--- src/rtl/multicycle_ctrl.sv ---
`default_nettype none
// ============================================================================
// Module   : multicycle_ctrl
// Purpose  : Multicycle control FSM for an RV32I core. Walks each instruction
//            through FETCH, DECODE, EXEC, MEM and WB and drives the datapath
//            selects, register-file write, memory handshakes and PC load.
//            Illegal instructions park the FSM in a sticky TRAP state.
// Revision : 1.0 - initial release
// ----------------------------------------------------------------------------
// Ports    : clk, rst        clock, synchronous active-high reset
//            inst[XLEN]      instruction word, valid while imem_ready=1
//            imem_ready      instruction memory has data this cycle
//            dmem_ready      data memory access completes this cycle
//            br_eq, br_lt    branch comparator results
//            imem_req        instruction fetch request
//            IRWrite         instruction register load enable
//            ImmSel[3]       0=I/load/JALR 1=S 2=B 3=U 4=JAL
//            ASel, BSel      ALU operand selects (PC / immediate)
//            alu_op[2]       0=add 1=funct decode 2=pass B
//            BrUn            unsigned branch compare
//            dmem_req/we     data memory request / write
//            RegWEn          register-file write enable
//            WBSel[2]        0=mem 1=ALU 2=PC+4
//            PCWrite, PCSel  PC load enable, 0=PC+4 1=ALU result
//            trap            illegal instruction, sticky until rst
//            instret[XLEN]   retired-instruction count
// Options  : IMMGEN_UTYPE_EN - when defined, LUI and AUIPC are executed;
//            otherwise both opcodes are illegal.
// ============================================================================
module multicycle_ctrl #(
  parameter int XLEN = 32
) (
  input  logic            clk,
  input  logic            rst,
  input  logic [XLEN-1:0] inst,
  input  logic            imem_ready,
  input  logic            dmem_ready,
  input  logic            br_eq,
  input  logic            br_lt,
  output logic            imem_req,
  output logic            IRWrite,
  output logic [2:0]      ImmSel,
  output logic            ASel,
  output logic            BSel,
  output logic [1:0]      alu_op,
  output logic            BrUn,
  output logic            dmem_req,
  output logic            dmem_we,
  output logic            RegWEn,
  output logic [1:0]      WBSel,
  output logic            PCWrite,
  output logic            PCSel,
  output logic            trap,
  output logic [XLEN-1:0] instret
);

`ifdef IMMGEN_UTYPE_EN
  localparam logic UTYPE_EN = 1'b1;
`else
  localparam logic UTYPE_EN = 1'b0;
`endif

  localparam logic [6:0] OP_R      = 7'b0110011;
  localparam logic [6:0] OP_I      = 7'b0010011;
  localparam logic [6:0] OP_LOAD   = 7'b0000011;
  localparam logic [6:0] OP_STORE  = 7'b0100011;
  localparam logic [6:0] OP_BRANCH = 7'b1100011;
  localparam logic [6:0] OP_JAL    = 7'b1101111;
  localparam logic [6:0] OP_JALR   = 7'b1100111;
  localparam logic [6:0] OP_LUI    = 7'b0110111;
  localparam logic [6:0] OP_AUIPC  = 7'b0010111;

  typedef enum logic [2:0] {
    S_FETCH  = 3'd0,
    S_DECODE = 3'd1,
    S_EXEC   = 3'd2,
    S_MEM    = 3'd3,
    S_WB     = 3'd4,
    S_TRAP   = 3'd5
  } state_t;

  state_t     state;
  logic [6:0] opcode;
  logic [2:0] funct3;
  logic       f7b5;

  // Instruction class decode from the latched opcode
  logic is_r, is_i, is_load, is_store, is_branch, is_jal, is_jalr;
  logic is_lui, is_auipc, is_jump, legal;

  assign is_r      = (opcode == OP_R);
  assign is_i      = (opcode == OP_I);
  assign is_load   = (opcode == OP_LOAD);
  assign is_store  = (opcode == OP_STORE);
  assign is_branch = (opcode == OP_BRANCH);
  assign is_jal    = (opcode == OP_JAL);
  assign is_jalr   = (opcode == OP_JALR);
  assign is_lui    = UTYPE_EN && (opcode == OP_LUI);
  assign is_auipc  = UTYPE_EN && (opcode == OP_AUIPC);
  assign is_jump   = is_jal | is_jalr;
  // Branch funct3 010/011 are unassigned encodings
  assign legal     = is_r | is_i | is_load | is_store | is_jal | is_jalr |
                     is_lui | is_auipc | (is_branch && (funct3[2:1] != 2'b01));

  // funct7[5] is latched for the ALU decoder downstream; the remaining
  // instruction bits are not needed by the controller.
  logic unused_fields;
  assign unused_fields = ^{f7b5, inst[XLEN-1:31], inst[29:15], inst[11:7]};

  logic [2:0] imm_sel;
  logic       ex_asel, ex_bsel;
  logic [1:0] ex_alu_op;
  logic       br_taken;

  always_comb begin
    imm_sel   = 3'd0;
    ex_asel   = 1'b0;
    ex_bsel   = 1'b1;
    ex_alu_op = 2'd0;
    if (is_store)             imm_sel = 3'd1;
    else if (is_branch)       imm_sel = 3'd2;
    else if (is_lui|is_auipc) imm_sel = 3'd3;
    else if (is_jal)          imm_sel = 3'd4;

    if (is_r) begin
      ex_bsel   = 1'b0;
      ex_alu_op = 2'd1;
    end else if (is_i) begin
      ex_alu_op = 2'd1;
    end else if (is_lui) begin
      ex_alu_op = 2'd2;
    end else if (is_jal | is_branch | is_auipc) begin
      ex_asel   = 1'b1;
    end
  end

  always_comb begin
    br_taken = 1'b0;
    case (funct3)
      3'b000:         br_taken = br_eq;
      3'b001:         br_taken = ~br_eq;
      3'b100, 3'b110: br_taken = br_lt;
      3'b101, 3'b111: br_taken = ~br_lt;
      default:        br_taken = 1'b0;
    endcase
  end

  // Outputs are a function of state and latched fields; reset forces all low
  // so nothing leaks out of an interrupted MEM or WB cycle.
  always_comb begin
    imem_req = 1'b0;
    IRWrite  = 1'b0;
    ImmSel   = 3'd0;
    ASel     = 1'b0;
    BSel     = 1'b0;
    alu_op   = 2'd0;
    BrUn     = 1'b0;
    dmem_req = 1'b0;
    dmem_we  = 1'b0;
    RegWEn   = 1'b0;
    WBSel    = 2'd0;
    PCWrite  = 1'b0;
    PCSel    = 1'b0;
    trap     = 1'b0;
    if (!rst) begin
      if (state == S_DECODE || state == S_EXEC || state == S_MEM || state == S_WB)
        ImmSel = imm_sel;
      // ALU selects from EXEC stay up while the address / link value is used
      if (state == S_EXEC || state == S_MEM || (state == S_WB && is_jump)) begin
        ASel   = ex_asel;
        BSel   = ex_bsel;
        alu_op = ex_alu_op;
      end
      case (state)
        S_FETCH: begin
          imem_req = 1'b1;
          IRWrite  = imem_ready;
        end
        S_EXEC: begin
          if (is_branch) begin
            BrUn    = funct3[1];
            PCWrite = 1'b1;
            PCSel   = br_taken;
          end
        end
        S_MEM: begin
          dmem_req = 1'b1;
          dmem_we  = is_store;
          PCWrite  = is_store & dmem_ready;
        end
        S_WB: begin
          RegWEn  = 1'b1;
          PCWrite = 1'b1;
          if (is_load) begin
            WBSel = 2'd0;
          end else if (is_jump) begin
            WBSel = 2'd2;
            PCSel = 1'b1;
          end else begin
            WBSel = 2'd1;
          end
        end
        S_TRAP:  trap = 1'b1;
        default: ;
      endcase
    end
  end

  always_ff @(posedge clk) begin
    if (rst) begin
      state   <= S_FETCH;
      opcode  <= 7'd0;
      funct3  <= 3'd0;
      f7b5    <= 1'b0;
      instret <= '0;
    end else begin
      if (PCWrite)
        instret <= instret + {{(XLEN-1){1'b0}}, 1'b1};
      case (state)
        S_FETCH: begin
          if (imem_ready) begin
            opcode <= inst[6:0];
            funct3 <= inst[14:12];
            f7b5   <= inst[30];
            state  <= S_DECODE;
          end
        end
        S_DECODE: state <= legal ? S_EXEC : S_TRAP;
        S_EXEC: begin
          if (is_branch)                state <= S_FETCH;
          else if (is_load || is_store) state <= S_MEM;
          else                          state <= S_WB;
        end
        S_MEM: begin
          if (dmem_ready) state <= is_load ? S_WB : S_FETCH;
        end
        S_WB:    state <= S_FETCH;
        S_TRAP:  state <= S_TRAP;
        default: state <= S_FETCH;
      endcase
    end
  end

endmodule
`default_nettype wire

--- config.mk ---
export PLATFORM = sky130hd
export DESIGN_NAME = multicycle_ctrl
export DESIGN_NICKNAME = d
export VERILOG_FILES = /design/src/rtl/multicycle_ctrl.sv
export SDC_FILE = /design/constraint.sdc
export NUM_CORES = 1
export LEC_CHECK = 0
export CORE_ASPECT_RATIO = 0.5
export CORE_MARGIN = 3
export CORE_UTILIZATION = 45
export DETAILED_ROUTE_END_ITERATION = 10
export PLACE_DENSITY_LB_ADDON = 0.08
export SYNTH_ARGS = -nofsm -noshare
export SYNTH_HDL_FRONTEND = slang
export SYNTH_SLANG_ARGS = --single-unit
--- constraint.sdc ---
create_clock -name clk -period 2.56 [get_ports clk]
set_input_delay 0.256 -clock clk [delete_from_list [all_inputs] [get_ports clk]]
set_output_delay 0.256 -clock clk [all_outputs]
set_load 0.01 [all_outputs]
After elaboration in Yosys (flattened, before gate mapping)
Index checks and enable logic that the tools add are counted.
Operators by class
  add/sub/neg operators: 1
  equality and inequality tests: 20
  multiplexer cells: 52
  bitwise gates (word level): 11
  reductions and logical operators: 14
Operator list (count)
  $mux 3: 11
  $add 32x1->32 const B: 1
  $mux 1: 31
  $eq 7x7->1 const B: 3
  $eq 3x3->1 const B: 6
  $pmux 3 s5: 1
  $eq 7x6->1 const B: 2
  $mux 2: 6
  $or 1x1->1: 8
  $eq 7x2->1 const B: 1
  $eq 7x5->1 const B: 1
  $eq 3x1->1 const B: 2
  $eq 3x2->1 const B: 2
  $logic_not 3->1: 2
  $logic_or 1x1->1: 6
  $ne 2x2->1 const B: 2
  $pmux 1 s4: 1
  $reduce_and 2->1: 2
  $reduce_or 2->1: 2
  $pmux 1 s3: 1
  $logic_and 1x1->1: 2
  $ne 2x1->1 const B: 1
  $not 1->1: 2
  $pmux 1 s2: 1
  $and 1x1->1: 1
Storage, ports and cells
  bits in registers: 45
  input port bits: 38
  output and inout port bits: 50
  logic and storage cells: 102

Depth between registers and ports, before layout
Gate-level depths: netlist of run 1.
  depth in word-level cells: 9
  mapped depth: 8

Worst setup path after synthesis of run 1
Ideal clock, no wire load.
  kind: register to output
  start point: register state[0]
  end point: output BSel
  arrival: 1.870 ns
  setup slack: 0.434 ns
  stages on the path, launching flop included: 9
  cell sequence: dfxtp_1 -> clkbuf_1 -> nor2_1 -> and2_1 -> clkbuf_1 -> clkbuf_1 -> nand2_1 -> a21o_1 -> a31oi_1
Between the ends
  word-level cells in the longest chain between the ends: 5
  elaborated cells on any way between the ends: 8
  those cells by class: eq/ne: 3; mux: 2; reduce/logical: 3
Ends and longest elaborated chain
  start: declaration: line 82  | state_t state;
  start signal: assignment: line 228  | S_DECODE: state <= legal ? S_EXEC : S_TRAP;
  start signal: assignment: line 235  | if (dmem_ready) state <= is_load ? S_WB : S_FETCH;
  $eq 3x2->1 or $eq 3x3->1 (tied branches): line 169  | if (state == S_EXEC || state == S_MEM || (state == S_WB && is_jump)) begin
  $logic_or 1x1->1 or $logic_and 1x1->1 (tied branches): line 169
  $logic_or 1x1->1 *: line 169
  $mux 1 *: line 169
  $mux 1 *: line 165  | if (!rst) begin
  end: declaration: line 44  | output logic BSel,
Every way passes the cells marked *; elsewhere a longest branch is shown, timed or not.

Worst setup path in the final report of run 1
  start point: register state[0]
  end point: output ASel
Between the ends
  word-level cells in the longest chain between the ends: 5
  elaborated cells on any way between the ends: 8
  those cells by class: eq/ne: 3; mux: 2; reduce/logical: 3
Ends and longest elaborated chain
  $eq 3x2->1 or $eq 3x3->1 (tied branches): line 169
  $logic_or 1x1->1 or $logic_and 1x1->1 (tied branches): line 169
  $logic_or 1x1->1 *: line 169
  $mux 1 *: line 169
  $mux 1 *: line 165
  end: declaration: line 43  | output logic ASel,
Marked as above.

==> results of run 1 <==
==> worst min path at each step <==
stage	startpoint	end	slack [ns]	cells after the start
3_5_place_dp	opcode[1]	opcode[1]	0.47	2
5_1_grt	rst	funct3[1]	0.34	2
4_1_cts	rst	funct3[1]	0.32	2
3_3_place_gp	opcode[4]	opcode[4]	0.46	2
6_report	rst	opcode[6]	0.32	2
2_1_floorplan	inst[12]	funct3[0]	0.39	2
==> Yosys cell counts (3+ instances only) <==
cell	number	area share
o21ai_0	16	0.033
o31ai_1	3	0.0091
nor3_1	15	0.030
buf_2	3	0.0061
and3_1	5	0.013
nand2_1	42	0.064
nand3b_1	3	0.0091
or3_1	9	0.023
nor4_1	7	0.018
o211ai_1	6	0.018
or4_1	4	0.012
clkbuf_1	16	0.024
nor2b_1	8	0.020
nor2_1	32	0.049
nand3_1	8	0.016
dfxtp_1	45	0.37
a21oi_1	25	0.051
nand2b_1	6	0.015
o2111ai_1	7	0.025
xor2_1	16	0.057
and2_1	7	0.018
nand4_1	8	0.020
==> report_power, final <==
group	total, mW	switching, mW	internal, mW
sequential	0.733	0.0180	0.715
combinational	0.160	0.0867	0.0730
clock	0.471	0.251	0.219
total	1.36	0.356	1.01
==> flip-flops by register name, indices dropped and copies added, names as in the netlist <==
name	flops
instret	32
opcode	7
funct3	3
state	3
==> worst reg2reg max path, delay by kind of cell (launching register included) <==
kind | cells | cell delay (ns)
compound gates | 3 | 0.73
flops | 1 | 0.34
simple gates | 2 | 0.80
buf+inv | 2 | 0.37
==> cell type report <==
cell class / instances / area, um^2
Multi-Input combinational cell: 252 / 1476
Clock buffer: 6 / 82.58
Inverter: 2 / 7.507
Tap cell: 70 / 87.58
Fill cell: 475 / 1743
Clock inverter: 2 / 13.76
Timing Repair Buffer: 81 / 775.7
Sequential cell: 45 / 903.4
==> what timing repair did <==
| item | in CTS | in global routing |
|---|---|---|
| pin swaps | 1 | 1 |
| setup buffers | 1 | 1 |
| resized for setup | 1 | 7 |
| hold buffers | 0 | 0 |
| setup endpoints to repair | 1 | 6 |
==> kinds of logic (layout without fill, tap and decap cells) <==
kind of cell | count (synthesis) | in the layout | share of synthesized area
mux | 1 | 1 | 0.004573
compound gates | 73 | 73 | 0.1997
xor+xnor | 16 | 16 | 0.05691
flops | 45 | 45 | 0.3659
simple gates | 160 | 160 | 0.3298
other cells | 1 | 1 | 0.001523
buf+inv | 22 | 91 | 0.03659
fa+ha+maj | 1 | 1 | 0.005080
==> layer usage <==
metal	track usage	wire length [um]	vias up
met5	0	0	-
met4	0.04386	35	0
met3	0.04825	334	6
met2	0.3543	3124	75
met1	0.2802	3222	1241
li1	-	-	1289
==> results.md, run 1 <==
* Critical path depth at 7
* Leak at 1.154 nW
* Number of buffers on the longest clock path at 2
* Die height at 58.31 um
* Setup TNS at 0 ns
* Total track usage at 0.2094
* Ys async rst share at 0
* Reg2Reg Setup Slack at 0.26 ns
* CP max stage delay at 0.55 ns
* Layout net count at 426
* DRC violations left at 0
* CTS tree: built
* Gpl congestion at 0.8873
* Worst R2R End: instret[28]
* TritonCTS Buffers at 5
* Share of layout cells above drive strength 1 at 0.09021
* Final WL at 6716 um
* H-tree depth at 2
* Max-slew headroom at 0.5950
* HP Class: in2reg
* Final cycle utilization of the critical path at 0.9654
* Pins Over Slew Limit at 0
* Grt ovf at 0
* Setup crit end: ASel
* Final ANT Viol Nets at 0
* PortBufs at 64
* DRT Pass-1 Iters at 4
* # setup viols final at 0
* Buf/Inv on CP at 2
* Total power draw at 1.364 mW
* WL per Instance at 14.66 um
* Antenna violations before repair at 0
* Fin crit period at 2.471 ns
* Vias in the first global route at 2,441
* VDD IR-drop max at 0.0002955 V
* CP arrival at 2.22 ns
* Critical Path Fanout Max at 12
* RR Startpoint: opcode[3]
* Worst reg2reg path depth at 7
* Root Driver: clkbuf_8
* Clock-pin slew on the worst setup and hold paths at 0.08 ns
* Commonest non-fill, non-tap cells in the layout: clkdlybuf4s50_1, dfxtp_1, nand2_1
* Worst Path Required at 2.30 ns
* Max frequency at 0.4046 GHz
* First-pass GRT wire length at 11,370 um
* Power per Cell Area at 407.5 mW/mm^2
* Finished Core Util at 0.6576
* Detailed placement HPWL at 4823 um
* CP delay by family, top: buffers and inverters
* Initial Utilization at 0.4838
* Final hold violation count at 0
* Hold WS at 0.3202 ns
* Via density at 5.701
* Post-Place Cells at 448
* Slowest-stage cell, CP: clkdlybuf4s50_1
* Commonest non-fill, non-tap cell in the layout: clkdlybuf4s50_1
* Setup slack after layout at 0.08858 ns
* Initial drt markers at 170
* Core Area at 0.005090 mm^2
* Netlist Area Pre-Place at 0.002462 mm^2
* DIE WIDTH at 110.6 um
* Number of enable flip-flop cells after synthesis at 0
* Sink Count at 45
* Finished Cell Area at 0.003347 mm^2
* Non-filler cells, final at 458
* RSZ-0062 raised after global routing: true
* Pre-CTS WS at 0.03364 ns
* Site Rows at 18
* DR vias at 2,611
* Syn avg cell area at 7.719 um^2
* Max-cap viol count at 0
* Largest net degree at the start of global routing at 46
* Sequential area share after synthesis at 0.3659
* I/O pins at 88
* Clock skew at 0.01060 ns
* Post-synthesis cell count at 319
* Worst path cell trace: buf_4 -> nor2_2 -> and2_1 -> nand2_1 -> a21o_1 -> a21oi_1 -> clkdlybuf4s50_1
* Setup crit start kind: flip-flop
* Number of synthesized register bits at 45
* Ys flop type: dfxtp_1
* Crit path from: state[0]
* Die footprint at 0.006449 mm^2
* Worst skew pair latency at 0.30 ns
* Kind of end point of the critical path: output pin
* Area Overhead vs Synth at 35.92%
* Status: finished, final reports clean
* Synth warn at 0
* Critical path class: reg2out
* Synthesized Nets at 358
* Distinct cells, synth at 46
* Ant. Diodes at 0
* Worst-Margin Slew at 0.6075 ns
* Area after DPL at 0.003216 mm^2
Note: power is estimated with default switching activity, not from simulation.
==> run 2: changes to the inputs <==
--- a/config.mk
+++ b/config.mk
@@ -9,6 +9,7 @@
 export CORE_MARGIN = 3
 export CORE_UTILIZATION = 45
 export DETAILED_ROUTE_END_ITERATION = 10
+export HOLD_SLACK_MARGIN = 0.1
 export PLACE_DENSITY_LB_ADDON = 0.08
 export SYNTH_ARGS = -nofsm -noshare
 export SYNTH_HDL_FRONTEND = slang
==> results of run 2 <==
No change in the layout: final DEF, timing and power equal those of run 1.
==> run 3: changes to the inputs <==
--- a/config.mk
+++ b/config.mk
@@ -8,6 +8,7 @@
 export CORE_ASPECT_RATIO = 0.5
 export CORE_MARGIN = 3
 export CORE_UTILIZATION = 45
+export CTS_CLUSTER_SIZE = 12
 export DETAILED_ROUTE_END_ITERATION = 10
 export HOLD_SLACK_MARGIN = 0.1
 export PLACE_DENSITY_LB_ADDON = 0.08
==> results of run 3 <==
No change in the layout: final DEF, timing and power equal those of run 1.
